## config.mk

```make
export PLATFORM = sky130hd
export DESIGN_NAME = auth_attempt_controller
export DESIGN_NICKNAME = d
export VERILOG_FILES = /design/src/rtl/auth_attempt_controller.sv
export SDC_FILE = /design/constraint.sdc
export NUM_CORES = 1
export LEC_CHECK = 0
export ABC_AREA = 1
export BUFFER_PORTS_ARGS = -buffer_cell sky130_fd_sc_hd__buf_2
export CAP_MARGIN = 40
export CELL_PAD_IN_SITES_DETAIL_PLACEMENT = 0
export CELL_PAD_IN_SITES_GLOBAL_PLACEMENT = 1
export CORE_MARGIN = 8
export CORE_UTILIZATION = 37
export CTS_BUF_LIST = sky130_fd_sc_hd__clkbuf_16
export CTS_CLUSTER_SIZE = 40
export DETAILED_ROUTE_END_ITERATION = 16
export PLACE_DENSITY_LB_ADDON = 0.1
export SETUP_SLACK_MARGIN = 0.02
export SKIP_CTS_REPAIR_TIMING = 1
export SLEW_MARGIN = 0
export SYNTH_ARGS = -nofsm -noshare
export SYNTH_HDL_FRONTEND = slang
export SYNTH_SLANG_ARGS = --single-unit
```

## constraint.sdc

```tcl
create_clock -name clk -period 1.64 [get_ports clk]
set_input_delay 0.328 -clock clk [delete_from_list [all_inputs] [get_ports clk]]
set_output_delay 0.328 -clock clk [all_outputs]
set_load 0.05 [all_outputs]
```

## src/rtl/auth_attempt_controller.sv

```systemverilog
// auth_attempt_controller
//  Downstream stage of the 8-bit auth comparator. Accepts one verdict per attempt
//  while idle, grants access for GRANT_CYCLES on a pass, and counts consecutive
//  failures. The MAX_FAILS-th consecutive failure starts a LOCK_CYCLES lockout.
//  Optional feature macro: AUDIT_COUNT_EN adds a 16-bit saturating total_fails
//  counter that only rst clears.
module auth_attempt_controller #(
   parameter int unsigned MAX_FAILS    = 3,
   parameter int unsigned LOCK_CYCLES  = 16,
   parameter int unsigned GRANT_CYCLES = 4,
   localparam int unsigned FAIL_W      = $clog2(MAX_FAILS + 1),
   localparam int unsigned TMR_MAX     = (LOCK_CYCLES > GRANT_CYCLES) ? LOCK_CYCLES : GRANT_CYCLES,
   localparam int unsigned TMR_W       = (TMR_MAX > 1) ? $clog2(TMR_MAX) : 1
) (
   input  logic              clk,
   input  logic              rst,
   input  logic              attempt_valid,
   input  logic              matched,
   input  logic              unmatched,
   output logic              attempt_ready,
   output logic              access_granted,
   output logic              locked_out,
   output logic [FAIL_W-1:0] fail_count
`ifdef AUDIT_COUNT_EN
   ,
   output logic [15:0]       total_fails
`endif
);

   typedef enum logic [1:0] {
      ST_IDLE   = 2'd0,
      ST_GRANT  = 2'd1,
      ST_LOCKED = 2'd2
   } state_t;

   state_t             state_q, state_d;
   logic [FAIL_W-1:0]  fail_count_q, fail_count_d;
   logic [TMR_W-1:0]   timer_q, timer_d;

   logic               accept_s;
   logic               pass_s;
   logic [FAIL_W-1:0]  fail_inc_s;

   // Handshake and verdict decode; only a clean matched=1/unmatched=0 is a pass.
   assign accept_s   = attempt_valid & attempt_ready;
   assign pass_s     = matched & ~unmatched;
   // fail_count stays below MAX_FAILS while idle, so the increment never overflows.
   assign fail_inc_s = fail_count_q + FAIL_W'(1);

   // Outputs are pure decodes of the state register.
   assign attempt_ready  = (state_q == ST_IDLE);
   assign access_granted = (state_q == ST_GRANT);
   assign locked_out     = (state_q == ST_LOCKED);
   assign fail_count     = fail_count_q;

   // State, failure counter and timer registers with synchronous reset.
   always_ff @(posedge clk) begin
      if (rst) begin
         state_q      <= ST_IDLE;
         fail_count_q <= {FAIL_W{1'b0}};
         timer_q      <= {TMR_W{1'b0}};
      end else begin
         state_q      <= state_d;
         fail_count_q <= fail_count_d;
         timer_q      <= timer_d;
      end
   end

   // Next-state logic: attempt evaluation in IDLE, timed hold in GRANT/LOCKED.
   always_comb begin
      state_d      = state_q;
      fail_count_d = fail_count_q;
      timer_d      = timer_q;
      case (state_q)
         ST_IDLE: begin
            if (accept_s) begin
               if (pass_s) begin
                  state_d      = ST_GRANT;
                  fail_count_d = {FAIL_W{1'b0}};
                  timer_d      = TMR_W'(GRANT_CYCLES - 1);
               end else if (fail_inc_s == FAIL_W'(MAX_FAILS)) begin
                  state_d      = ST_LOCKED;
                  fail_count_d = FAIL_W'(MAX_FAILS);
                  timer_d      = TMR_W'(LOCK_CYCLES - 1);
               end else begin
                  fail_count_d = fail_inc_s;
               end
            end else begin
               state_d = ST_IDLE;
            end
         end
         ST_GRANT: begin
            if (timer_q == {TMR_W{1'b0}}) begin
               state_d = ST_IDLE;
            end else begin
               timer_d = timer_q - TMR_W'(1);
            end
         end
         ST_LOCKED: begin
            if (timer_q == {TMR_W{1'b0}}) begin
               state_d      = ST_IDLE;
               fail_count_d = {FAIL_W{1'b0}};
            end else begin
               timer_d = timer_q - TMR_W'(1);
            end
         end
         default: begin
            // Unreachable encoding: recover to a safe idle state.
            state_d      = ST_IDLE;
            fail_count_d = {FAIL_W{1'b0}};
            timer_d      = {TMR_W{1'b0}};
         end
      endcase
   end

`ifdef AUDIT_COUNT_EN
   logic [15:0] total_fails_q, total_fails_d;

   assign total_fails = total_fails_q;

   // Lifetime failure tally: counts every accepted fail and saturates at all-ones.
   always_comb begin
      total_fails_d = total_fails_q;
      if (accept_s && !pass_s && (total_fails_q != 16'hFFFF)) begin
         total_fails_d = total_fails_q + 16'd1;
      end else begin
         total_fails_d = total_fails_q;
      end
   end

   // Audit counter register; only rst clears it.
   always_ff @(posedge clk) begin
      if (rst) begin
         total_fails_q <= 16'd0;
      end else begin
         total_fails_q <= total_fails_d;
      end
   end
`endif

endmodule

```

; After elaboration in Yosys (flattened, before gate mapping)
; Cells that the tools add are included.
[totals]
inputBits = 5
reg_bits = 8
output_inout_bits = 5
elab_cells = 38
[op_classes]
n_addsub = 2
eq_ne = 9
muxes = 14
bitwise_logic = 4
n_reduce_logical = 6
[ops]
columns = op, count
row1 = 4-bit two-way mux, 4
row2 = 2-bit two-way mux, 7
row3 = 4-bit one-hot mux with 2 select lines, 1
row4 = 2-bit by 1-bit != test with 1-bit output (second input constant), 3
row5 = 2-bit one-hot mux with 3 select lines, 1
row6 = 3-bit AND reduction, 2
row7 = 2-bit equality test (second input constant), 2
row8 = 4-bit logical NOT, 1
row9 = 4-bit by 2-bit != test with 1-bit output (second input constant), 1
row10 = 2-bit one-hot mux with 2 select lines, 1
row11 = 4-bit by 1-bit subtractor with 4-bit output (second input constant), 1
row12 = 3-bit by 1-bit != test with 1-bit output (second input constant), 1
row13 = 2-bit by 1-bit adder with 2-bit output (second input constant), 1
row14 = 1-bit AND, 2
row15 = 2-bit by 1-bit equality test with 1-bit output (second input constant), 1
row16 = 2-bit logical NOT, 1
row17 = 2-bit != test (second input constant), 1
row18 = 1-bit NOT, 2
row19 = 2-bit AND reduction, 1
row20 = 2-bit OR reduction, 1

; Longest topological paths before layout
; Gate-level depths: netlist of the first run.
[logic_depth]
word_depth = 6
depth_mapped = 9

; Least setup slack after synthesis of the first run
; OpenSTA, ideal clock, no wires.
[synth_path]
path_type = reg2reg
from = reg state_q[0]
to = reg state_q[1]
arrival_time_ps = 1527
setup_time_ps = 115
n_path_buf = 0
slack_ps = -2
stages_incl_launch_ff = 10
path_cell_list = dfxtp_1 -> inv_1 -> ha_1 -> nand2_1 -> clkinv_1 -> nand2_1 -> o21ai_2 -> inv_2 -> o21ai_2 -> nor2_1
[synth_between]
elab_chain_len = 4
word_cells_on_any_way = 10
[synth_rtl]
columns = item, line_no
row1 = from (decl), 36  ; state_t state_q, state_d;
row2 = from (signal assigned), 63  ; state_q <= state_d;
row3 = 2-bit logical NOT *, 51  ; assign attempt_ready = (state_q == ST_IDLE);
row4 = named net attempt_ready, 20  ; output logic attempt_ready,
row5 = 1-bit AND, 45  ; assign accept_s = attempt_valid & attempt_ready;
row6 = 4-bit by 2-bit != test with 1-bit output (no line) / 2-bit two-way mux (equally long branches), n/a
row7 = 2-bit AND reduction (no line) / 2-bit one-hot mux with 2 select lines (equally long branches), n/a
; Mark *: on every way through the listed nets, which the timed path passes. The rest lies on a longest branch.
; A chain may end at the register's enable or synchronous reset.

; Final worst setup path of the first run
[layout_path]
from = reg state_q[0]
to = out attempt_ready
[layout_between]
elab_chain_len = 1
[layout_rtl]
columns = item, line_no
row1 = 2-bit logical NOT, 51
row2 = to (decl), 20
; No other way between the ends.

==> impl_metrics.csv, run 1 <==
group,metric,value,unit
global_routing,first_global_vias,571,
hold_path,min_to,"timer_q[1]",
sta,maxSlewViolCount,0,
place,place.gp.congestion,0.756,
sta,unrepaired_setup_endpoints_after_global_routing,"no",
critical_path,timing.setup.critical_path_class,"flop to output port",
sta,timing.hold.ws,0.345,ns
clock_network,cts_buffer_depth,2,
critical_path,worst-path-max-fanout,7,
synthesis,synthesis.instances,81,
synthesis,netlist.top_cell.by_area,"sky130_fd_sc_hd__dfxtp_1",
floorplanning,die_height,55.4,um
sta,post-route-min-period,1.53,ns
job,maxCapViolCount,0,
routing,drc,0,
synthesis,synth.top_cell.area_share,27.9,%
routing,postRouteWirelength,1240,um
critical_path,reg2reg_to,"timer_q[2]",
floorplanning,die_w,55.4,um
finish,finalNonFillerCells,109,
critical_path,crit_required,1.31,ns
synthesis,ys_types,18,
global_routing,first_pass_grt_wire_length,2410,um
clock_network,cts_max_level,1,
synthesis,ranking_of_synthesized_cells_by_area,"sky130_fd_sc_hd__dfxtp_1 (28%), sky130_fd_sc_hd__ha_1 (15%), sky130_fd_sc_hd__nand2_1 (12%)",
synthesis,seq_area_frac_synth,27.9,%
critical_path,r2r.worst_path.cells,7,
finish,post_route_cells_drive_above_1_share,24.7,%
sta,timing.final.crit_share,93.1,%
sta,report.final.setup_viol,0,
critical_path,worst_ep_arrival_time,1.20,ns
floorplanning,design.portCount,10,
finish,nNetsFinal,107,
clock_network,cts.sink_count,8,
clock_network,clkLatencyLatePin,0.23,ns
power_and_ir_drop,leakage_power,0.345,nW
power_and_ir_drop,power-per-cell-area,2480,mW/mm^2
floorplanning,std_cell_rows,14,
synthesis,syn_nets,93,
clock_network,clk_pin_slew,0.04,ns
critical_path,critPathCaptureType,"output port",
routing,drt.antenna.violating_nets,0,
sta,tightest_slew,0.254,ns
hold_path,whs_path_depth,2,
outcome,status,"finished, final reports clean",
finish,design_area,716,um^2
synthesis,netlist_area,573,um^2
sta,fmax,0.655,GHz
synthesis,ys_seq_elements,8,
routing,drt_pass1_iterations,4,
global_routing,globalRouteOverflowTotal,0,
routing,vias,528,
synthesis,mean_instance_size_in_the_synthesized_netlist,7.07,um^2
place,port-buffer-count,9,
routing,routed_via_density,4.84,
global_routing,grt_util_all_layers,9.29,%
floorplanning,starting_density_of_the_core,38.9,%
critical_path,r2r_setup_slack,0.27,ns
place,dpl-instance-area,641,um^2
global_routing,initial_antenna_violation_count,0,
sta,setup_tns,0,ns
sta,timing.final.hold_violations,0,
critical_path,setup.worst_path.start_class,"flop",
sta,timing.slew.headroom,83.2,%
finish,diodes,0,
clock_network,tritoncts,"done",
place,place_hpwl,1020,um
finish,layout-area-overhead-vs-synth,24.9,%
hold_path,worstHoldStart,"rst",
floorplanning,die_area,0.00306,mm^2
routing,drtIter0Drc,19,
floorplanning,core_area,0.00147,mm^2
routing,routed_wire_length_per_instance,11.4,um
synthesis,yosys_warnings,0,
hold_path,hold_path.class,"input port to flop",
clock_network,root_buffer,"sky130_fd_sc_hd__clkbuf_16",
sta,timing.clock.skew,0.00417,ns
place,dp.cells,106,
clock_network,clock_buffers_created_by_tritoncts,3,
critical_path,r2r-start,"state_q[0]",
finish,postLayoutCoreUtil,48.6,%
power_and_ir_drop,vdd_drop_max,1.12,mV
global_routing,grt_max_degree,8,
[where the power goes]
part	internal (mW)	switching, mW
clock	0.314	0.0921
sequential	0.274	0.0679
combinational	0.340	0.691
[registers in the layout, indices dropped and copies added (netlist names)]
signal and count:
timer_q 4, fail_count 2, state_q 2
[synthesized netlist by cell type]
cell type	instances
sky130_fd_sc_hd__nor2_4	1
sky130_fd_sc_hd__nor2_1	5
sky130_fd_sc_hd__inv_2	1
sky130_fd_sc_hd__a21oi_1	9
sky130_fd_sc_hd__nand3_2	1
sky130_fd_sc_hd__a211oi_1	1
sky130_fd_sc_hd__o21ai_0	4
sky130_fd_sc_hd__nor2_2	1
sky130_fd_sc_hd__dfxtp_1	8
sky130_fd_sc_hd__inv_1	12
sky130_fd_sc_hd__nand2_2	3
sky130_fd_sc_hd__nand2_1	19
sky130_fd_sc_hd__nand3_4	1
sky130_fd_sc_hd__nand3_1	4
sky130_fd_sc_hd__xnor2_1	1
sky130_fd_sc_hd__clkinv_1	1
sky130_fd_sc_hd__o21ai_2	2
sky130_fd_sc_hd__ha_1	7
[layer usage]
metal	global-route usage (%)	share of wire [%]
met5	0	0
met1	11.4	52
met4	6.34	2.8
met3	2.05	3.0
met2	13.9	42
[cell families after synthesis]
family | Yosys count | synth area share [%]
fa+ha+maj | 7 | 15.3
simple gates | 35 | 30.4
xor+xnor | 1 | 1.53
compound gates | 16 | 15.7
buf+inv | 14 | 9.17
flops | 8 | 27.9
[critical path, stage by stage, from the launching register on]
cell,delay (ns)
sky130_fd_sc_hd__dfxtp_1,0.32
sky130_fd_sc_hd__inv_1,0.11
sky130_fd_sc_hd__ha_2,0.25
sky130_fd_sc_hd__buf_2,0.29
[how the worst max path moves through the flow]
stage | startpoint | endpoint | slack [ns] | cells past startpoint
after global routing | state_q[0] | attempt_ready | 0.05 | 3
after floorplan | fail_count[0] | timer_q[2] | 0.12 | 8
final | state_q[0] | attempt_ready | 0.11 | 3
after detailed placement | state_q[0] | timer_q[2] | 0.28 | 7
after CTS | state_q[0] | attempt_ready | 0.11 | 3
after global placement | state_q[0] | timer_q[2] | 0.27 | 7
[per-stage QoR]
step           total power [mW]  setup WS, ns
3_3_place_gp               1.38         0.273
3_5_place_dp               1.37         0.278
4_1_cts                    1.80         0.112
5_1_grt                    1.96        0.0536
6_report                   1.78         0.114
2_1_floorplan              1.19         0.118
[area by class of cell]
class / count / area [um^2]
sequential: 8 / 160
inverter: 14 / 52.6
multi-input combinational: 59 / 363
tap: 16 / 20.0
clock buffer: 3 / 75.1
timing repair buffer: 9 / 45.0
fill: 152 / 756
[layout by cell type (no fill, tap or decap), drive strengths merged]
cell / netlist / final
nand2: 22 / 22
nand3: 6 / 6
inv: 13 / 13
a21oi: 9 / 9
nor2: 7 / 7
ha: 7 / 7
clkinv: 1 / 1
buf: 0 / 9
clkbuf: 0 / 3
o21ai: 6 / 6
dfxtp: 8 / 8
xnor2: 1 / 1
a211oi: 1 / 1
Note: power is estimated with default switching activity, not from simulation.
==> run 2: changes to the inputs <==
--- a/config.mk
+++ b/config.mk
@@ -5,13 +5,13 @@
 export SDC_FILE = /design/constraint.sdc
 export NUM_CORES = 1
 export LEC_CHECK = 0
-export ABC_AREA = 1
+export ABC_AREA = 0
 export BUFFER_PORTS_ARGS = -buffer_cell sky130_fd_sc_hd__buf_2
 export CAP_MARGIN = 40
 export CELL_PAD_IN_SITES_DETAIL_PLACEMENT = 0
 export CELL_PAD_IN_SITES_GLOBAL_PLACEMENT = 1
 export CORE_MARGIN = 8
-export CORE_UTILIZATION = 37
+export CORE_UTILIZATION = 39
 export CTS_BUF_LIST = sky130_fd_sc_hd__clkbuf_16
 export CTS_CLUSTER_SIZE = 40
 export DETAILED_ROUTE_END_ITERATION = 16
==> run 2 against run 1 <==
  * Register-to-register slack lost 0.18 ns
  * Utilization is 6.9 points higher
  * Critical path depth grew 3
  * Area after synthesis grew 0.44%
  * Synthesized cell count shrank 20%
  * Sequential power decreased by 34%
  * Design area rose by 12%
  * Sequential cell count unchanged
  * Non-clock buffer count is 5 higher
  * Global-route usage grew 1.7 points
  * Maximum frequency decreased by 1.6%
  * Die area fell by 3.4%
==> impl_metrics.csv, run 2 <==
group,metric,value,unit
outcome,status,"finished, final reports clean",
place,dp.cells,94,
finish,multiInputGateArea,422,um^2
routing,drt.antenna.violating_nets,0,
critical_path,r2r.worst_path.cells,6,
synthesis,synth_top_flop_cell,"sky130_fd_sc_hd__dfxtp_1",
clock_network,clock_buffers_created_by_tritoncts,3,
critical_path,setup.worst_path.start_class,"flop",
synthesis,synthAdderAreaFrac,15.2,%
floorplanning,std_cell_rows,14,
power_and_ir_drop,intPower,0.615,mW
power_and_ir_drop,design_power_total,0.836,mW
power_and_ir_drop,clockPowerShare,50.0,%
place,port-buffer-count,9,
critical_path,crit_required,1.76,ns
global_routing,grt_use_met2,19.1,%
global_routing,grt_util_all_layers,11.0,%
clock_network,cts_buffer_depth,2,
hold_path,min_to,"state_q[1]",
synthesis,ranking_of_synthesized_cells_by_area,"sky130_fd_sc_hd__dfxtp_1 (28%), sky130_fd_sc_hd__ha_1 (15%), sky130_fd_sc_hd__a21oi_1 (7.0%)",
synthesis,ys_seq_elements,8,
power_and_ir_drop,power.share.sequential,26.9,%
finish,design_area,798,um^2
synthesis,seq_area_frac_synth,27.8,%
sta,tightest_slew,0.337,ns
finish,postLayoutCoreUtil,55.6,%
finish,nNetsFinal,95,
floorplanning,die_height,54.4,um
sta,timing.final.crit_share,94.6,%
floorplanning,design.portCount,10,
global_routing,first_global_vias,562,
synthesis,synth.top_cell.area_share,27.8,%
routing,vias,532,
synthesis,synth_commonest_cells,"sky130_fd_sc_hd__a21oi_1 (8), sky130_fd_sc_hd__dfxtp_1 (8), sky130_fd_sc_hd__ha_1 (7), sky130_fd_sc_hd__inv_1 (7)",
finish,finalNonFillerCells,98,
global_routing,globalRouteOverflowTotal,0,
finish,layout_commonest_cell,"sky130_fd_sc_hd__buf_2",
synthesis,synth_top_family_by_area,"simple AND/OR/NAND/NOR gates",
sta,timing.hold.ws,0.373,ns
synthesis,netlist_area,576,um^2
synthesis,synthesis.instances,65,
critical_path,worst-path-max-fanout,4,
routing,drt_pass1_iterations,4,
finish,largest_register_ff_count,4,
place,dpl-instance-area,692,um^2
clock_network,cts_max_level,1,
floorplanning,core_area,0.00144,mm^2
sta,timing.clock.skew,0.00479,ns
clock_network,tritoncts,"done",
place,place_hpwl,1070,um
routing,drtIter0Drc,6,
synthesis,yosys_warnings,0,
critical_path,worst_ep_arrival_time,1.67,ns
synthesis,mean_instance_size_in_the_synthesized_netlist,8.85,um^2
synthesis,netlist.top_cell.by_area,"sky130_fd_sc_hd__dfxtp_1",
floorplanning,die_area,0.00296,mm^2
global_routing,most_crowded_layer_gr,"met2",
place,place.gp.congestion,0.726,
finish,top_register,"timer_q",
job,maxCapViolCount,0,
power_and_ir_drop,p_comb_share,23.1,%
finish,layout-area-overhead-vs-synth,38.7,%
global_routing,use_met3,3.80,%
critical_path,critical_path.cell_chain,"inv_2, ha_4, or3b_4, a211oi_4, mux2i_1, nor2_1",
synthesis,synth_async_sr_flop_share,0,%
finish,most-common-layout-cells,"sky130_fd_sc_hd__buf_2 (9), sky130_fd_sc_hd__a21oi_1 (8), sky130_fd_sc_hd__ha_1 (5), sky130_fd_sc_hd__buf_4 (5)",
clock_network,cts.sink_count,8,
sta,timing.final.hold_violations,0,
sta,post-route-min-period,1.55,ns
sta,unrepaired_setup_endpoints_after_global_routing,"no",
clock_network,clk_pin_slew,0.04,ns
power_and_ir_drop,swShare,26.5,%
power_and_ir_drop,leakage_power,0.346,nW
critical_path,r2r-start,"timer_q[0]",
sta,setup_tns,0,ns
critical_path,r2r_setup_slack,0.09,ns
clock_network,root_buffer,"sky130_fd_sc_hd__clkbuf_16",
finish,fillerInstances,136,
synthesis,ys_types,25,
critical_path,reg2reg_to,"fail_count[1]",
routing,routed_wire_length_per_instance,14.5,um
synthesis,post_synthesis_share_of_cell_area_spent_on_and_or_nand_and_nor_gates,23.0,%
finish,diodes,0,
finish,post_route_cells_drive_above_1_share,45.1,%
sta,maxSlewViolCount,0,
critical_path,timing.critical_path.slowest_cell_delay,0.40,ns
synthesis,synth.mux.area_fraction,5.22,%
floorplanning,starting_density_of_the_core,40.1,%
critical_path,critPathCaptureType,"flop",
routing,drc,0,
synthesis,yosys.area_share.xor_xnor,3.04,%
synthesis,number_of_enable_flip_flop_cells_after_synthesis,0,
routing,routed_via_density,5.43,
critical_path,timing.critical_path.slowest_stage_cell,"sky130_fd_sc_hd__or3b_4",
synthesis,syn_nets,77,
sta,postLayoutSetupSlackWorst,0.0881,ns
sta,report.final.setup_viol,0,
global_routing,grt_max_degree,11,
place,pre_cts_slack,0.0266,ns
global_routing,first_pass_grt_wire_length,2320,um
power_and_ir_drop,vdd_drop_max,0.469,mV
hold_path,whs_path_depth,3,
global_routing,initial_antenna_violation_count,0,
hold_path,hold_path.class,"input port to flop",
routing,postRouteWirelength,1420,um
clock_network,clkLatencyLatePin,0.23,ns
synthesis,compound_cell_area_share_of_the_yosys_netlist,20.4,%
power_and_ir_drop,power-per-cell-area,1050,mW/mm^2
power_and_ir_drop,power.net_switching,0.222,mW
finish,ff_latch_area,169,um^2
critical_path,timing.setup.critical_path_class,"flop to flop",
hold_path,worstHoldStart,"attempt_valid",
floorplanning,die_w,54.4,um
sta,fmax,0.644,GHz
sta,timing.slew.headroom,77.5,%
global_routing,grt_util_met1,10.4,%
[run 2: cell types whose count changed in the layout (fill, tap and decap cells not counted), sizes merged, moves of 3 or more]
cell    delta
nand2b     +4
o21ai      -5
nor2       -3
buf        +5
inv        -5
nand2     -20
mux2i      +3
or3b       +3
nand3      -6
[run 2: routing by layer]
metal	vias to the layer above	routed length, um
met5	-	0
met4	0	40
met3	7	98
met2	15	735
met1	247	543
li1	263	-
[run 2: final cells by class]
type                            instances  share of cell area [%]
Clock buffer                            3                    9.40
Multi-Input combinational cell         49                    52.8
Timing Repair Buffer                   14                    10.3
Sequential cell                         8                    21.2
Clock inverter                          1                   0.470
Inverter                                7                    3.29
Tap cell                               16                    2.51
[run 2: worst max-delay path by stage]
stage | from | endpoint | slack, ns
floorplan | state_q[0] | timer_q[3] | 0.03
global placement | timer_q[0] | fail_count[1] | 0.04
detailed placement | timer_q[0] | fail_count[1] | 0.03
CTS | timer_q[0] | fail_count[1] | 0.01
global route | state_q[1] | timer_q[3] | 0.02
finish | timer_q[0] | fail_count[1] | 0.09
[run 2: critical path: cells and delay by family, from the launching register on]
kind	cells	cell delay (ns)
AO/OA/AOI/OAI	1	0.25
adder cells (fa/ha/maj)	1	0.13
buffers and inverters	1	0.08
flip-flops	1	0.33
multiplexers	1	0.20
AND/OR/NAND/NOR	2	0.45
[run 2: power groups by stage]
stage          registers, mW  logic, mW  clock network [mW]
5_1_grt                0.227      0.209               0.432
2_1_floorplan          0.239      0.127                   0
6_report               0.225      0.193               0.418
3_5_place_dp           0.227      0.184                   0
3_3_place_gp           0.226      0.181                   0
4_1_cts                0.224      0.186               0.425
[run 2: cell families after synthesis]
logic type,after synthesis
xor+xnor,2
buf+inv,8
fa+ha+maj,7
flops,8
compound gates,16
simple gates,21
mux,3
==> run 3: changes to the inputs <==
--- a/config.mk
+++ b/config.mk
@@ -5,17 +5,14 @@
 export SDC_FILE = /design/constraint.sdc
 export NUM_CORES = 1
 export LEC_CHECK = 0
-export ABC_AREA = 0
+export ABC_AREA = 1
 export BUFFER_PORTS_ARGS = -buffer_cell sky130_fd_sc_hd__buf_2
 export CAP_MARGIN = 40
-export CELL_PAD_IN_SITES_DETAIL_PLACEMENT = 0
-export CELL_PAD_IN_SITES_GLOBAL_PLACEMENT = 1
 export CORE_MARGIN = 8
-export CORE_UTILIZATION = 39
+export CORE_UTILIZATION = 40
 export CTS_BUF_LIST = sky130_fd_sc_hd__clkbuf_16
 export CTS_CLUSTER_SIZE = 40
 export DETAILED_ROUTE_END_ITERATION = 16
-export PLACE_DENSITY_LB_ADDON = 0.1
 export SETUP_SLACK_MARGIN = 0.02
 export SKIP_CTS_REPAIR_TIMING = 1
 export SLEW_MARGIN = 0
==> constraint.sdc (replaced) <==
create_clock -name clk -period 1.5 [get_ports clk]
set_input_delay 0.3 -clock clk [delete_from_list [all_inputs] [get_ports clk]]
set_output_delay 0.3 -clock clk [all_outputs]
set_load 0.05 [all_outputs]
==> run 3 against run 2 <==
  * Hold slack got worse by 0.064 ns
  * Worst setup slack got worse by 0.036 ns
  * Count of clock-buffer cells in the layout unchanged
==> impl_metrics.csv, run 3 (same netlist as run 1, synthesis figures left out) <==
group,metric,value,unit
outcome,status,"finished, final reports clean",
global_routing,first_global_vias,511,
place,port-buffer-count,9,
floorplanning,die_w,53.9,um
routing,routed_wire_length_per_instance,12.2,um
clock_network,root_buffer,"sky130_fd_sc_hd__clkbuf_16",
sta,fmax,0.691,GHz
critical_path,worst_ep_arrival_time,1.15,ns
clock_network,cts_buffer_depth,2,
sta,post-route-min-period,1.45,ns
finish,finalNonFillerCells,108,
sta,timing.clock.skew,0.00220,ns
critical_path,critical_path_depth,3,
finish,postLayoutCoreUtil,55.2,%
sta,timing.final.crit_share,96.5,%
critical_path,crit_required,1.20,ns
critical_path,timing.critical_path.slowest_cell_delay,0.32,ns
critical_path,critPathCaptureType,"output port",
routing,drc,0,
finish,post_route_cells_drive_above_1_share,29.0,%
routing,drt_pass1_iterations,4,
sta,unrepaired_setup_endpoints_after_global_routing,"yes",
power_and_ir_drop,leakage_power,0.348,nW
floorplanning,starting_density_of_the_core,43.5,%
critical_path,setup.worst_path.start_class,"flop",
critical_path,r2r.worst_path.cells,9,
finish,largest_register_ff_count,4,
sta,tightest_slew,0.252,ns
critical_path,timing.setup.critical_path_class,"flop to output port",
floorplanning,core_area,0.00132,mm^2
sta,report.final.setup_viol,0,
global_routing,first_pass_grt_wire_length,2300,um
sta,timing.slew.headroom,83.3,%
sta,timing.final.hold_violations,0,
place,place.gp.congestion,0.802,
clock_network,clk_pin_slew,0.04,ns
routing,drtIter0Drc,8,
floorplanning,design.portCount,10,
place,dp.cells,105,
critical_path,cp_num_buf_inv,2,
global_routing,globalRouteOverflowTotal,0,
critical_path,path_delay_family,"buffers and inverters",
hold_path,hold_path.class,"input port to flop",
clock_network,cts_max_level,1,
global_routing,grt_max_degree,8,
routing,postRouteWirelength,1310,um
clock_network,tritoncts,"done",
floorplanning,die_area,0.00290,mm^2
routing,drt.antenna.violating_nets,0,
power_and_ir_drop,design_power_total,1.99,mW
finish,top_register,"timer_q",
global_routing,initial_antenna_violation_count,0,
power_and_ir_drop,power-per-cell-area,2740,mW/mm^2
finish,diodes,0,
critical_path,critical_path.cell_chain,"inv_1, ha_2, buf_4",
routing,vias,545,
job,maxCapViolCount,0,
sta,maxSlewViolCount,0,
floorplanning,std_cell_rows,13,
critical_path,timing.critical_path.slowest_stage_cell,"sky130_fd_sc_hd__dfxtp_1",
place,pre_cts_slack,0.0851,ns
clock_network,clkLatencyLatePin,0.23,ns
finish,most-common-layout-cells,"sky130_fd_sc_hd__nand2_1 (19), sky130_fd_sc_hd__inv_1 (12), sky130_fd_sc_hd__a21oi_1 (8)",
power_and_ir_drop,vdd_drop_max,1.55,mV
hold_path,whs_path_depth,2,
routing,routed_via_density,5.05,
critical_path,worst-path-max-fanout,7,
finish,nNetsFinal,107,
clock_network,clock_buffers_created_by_tritoncts,3,
place,place_hpwl,1010,um
finish,layout_commonest_cell,"sky130_fd_sc_hd__nand2_1",
global_routing,grt_util_all_layers,11.1,%
sta,postLayoutSetupSlackWorst,0.0525,ns
finish,layout-area-overhead-vs-synth,26.9,%
floorplanning,die_height,53.9,um
clock_network,cts.sink_count,8,
-- run 3: path summary, 6_finish.rpt --
path,from,end,slack (ns)
worst min register to register,timer_q[0],timer_q[0],0.48
worst min-delay path,rst,timer_q[0],0.31
worst max-delay path,state_q[0],attempt_ready,0.05
worst max register to register,state_q[0],state_q[1],0.13
-- run 3: stage by stage --
stage               hold WS (ns)  TNS [ns]  cell area, um^2
finish                     0.309         0              727
detailed placement         0.477         0              642
global route               0.319   -0.0250              727
floorplan                  0.369         0              578
global placement           0.481         0              642
CTS                        0.308  -0.00694              717
-- run 3: cell type report --
type                    count  area (um^2)
clock buffers               3         75.1
well taps                  15         18.8
repair buffers              9         50.0
multi-input cells          59          367
inverters                  14         52.6
fillers                   148          591
flip-flops and latches      8          164
-- run 3: power breakdown --
| group | internal (mW) | switching (mW) | leakage [nW] |
|---|---|---|---|
| clock network | 0.344 | 0.106 | 0.0370 |
| registers | 0.307 | 0.0762 | 0.0670 |
| logic | 0.392 | 0.767 | 0.244 |
| total | 1.04 | 0.950 | 0.348 |
-- run 3: metal layers --
metal | global-route usage (%) | up-vias | part of all wire, %
li1 | - | 284 | -
met5 | 0 | - | 0
met4 | 5.04 | 0 | 1.7
met3 | 5.23 | 4 | 3.7
met2 | 17.6 | 10 | 49
met1 | 12.5 | 247 | 45
-- run 3: worst register-to-register path, delay by kind of cell (launching register included) --
family | cells | cell delay [ns]
AND/OR/NAND/NOR | 3 | 0.17
AO/OA/AOI/OAI | 2 | 0.27
buffers and inverters | 3 | 0.25
flip-flops | 1 | 0.32
adder cells (fa/ha/maj) | 1 | 0.27
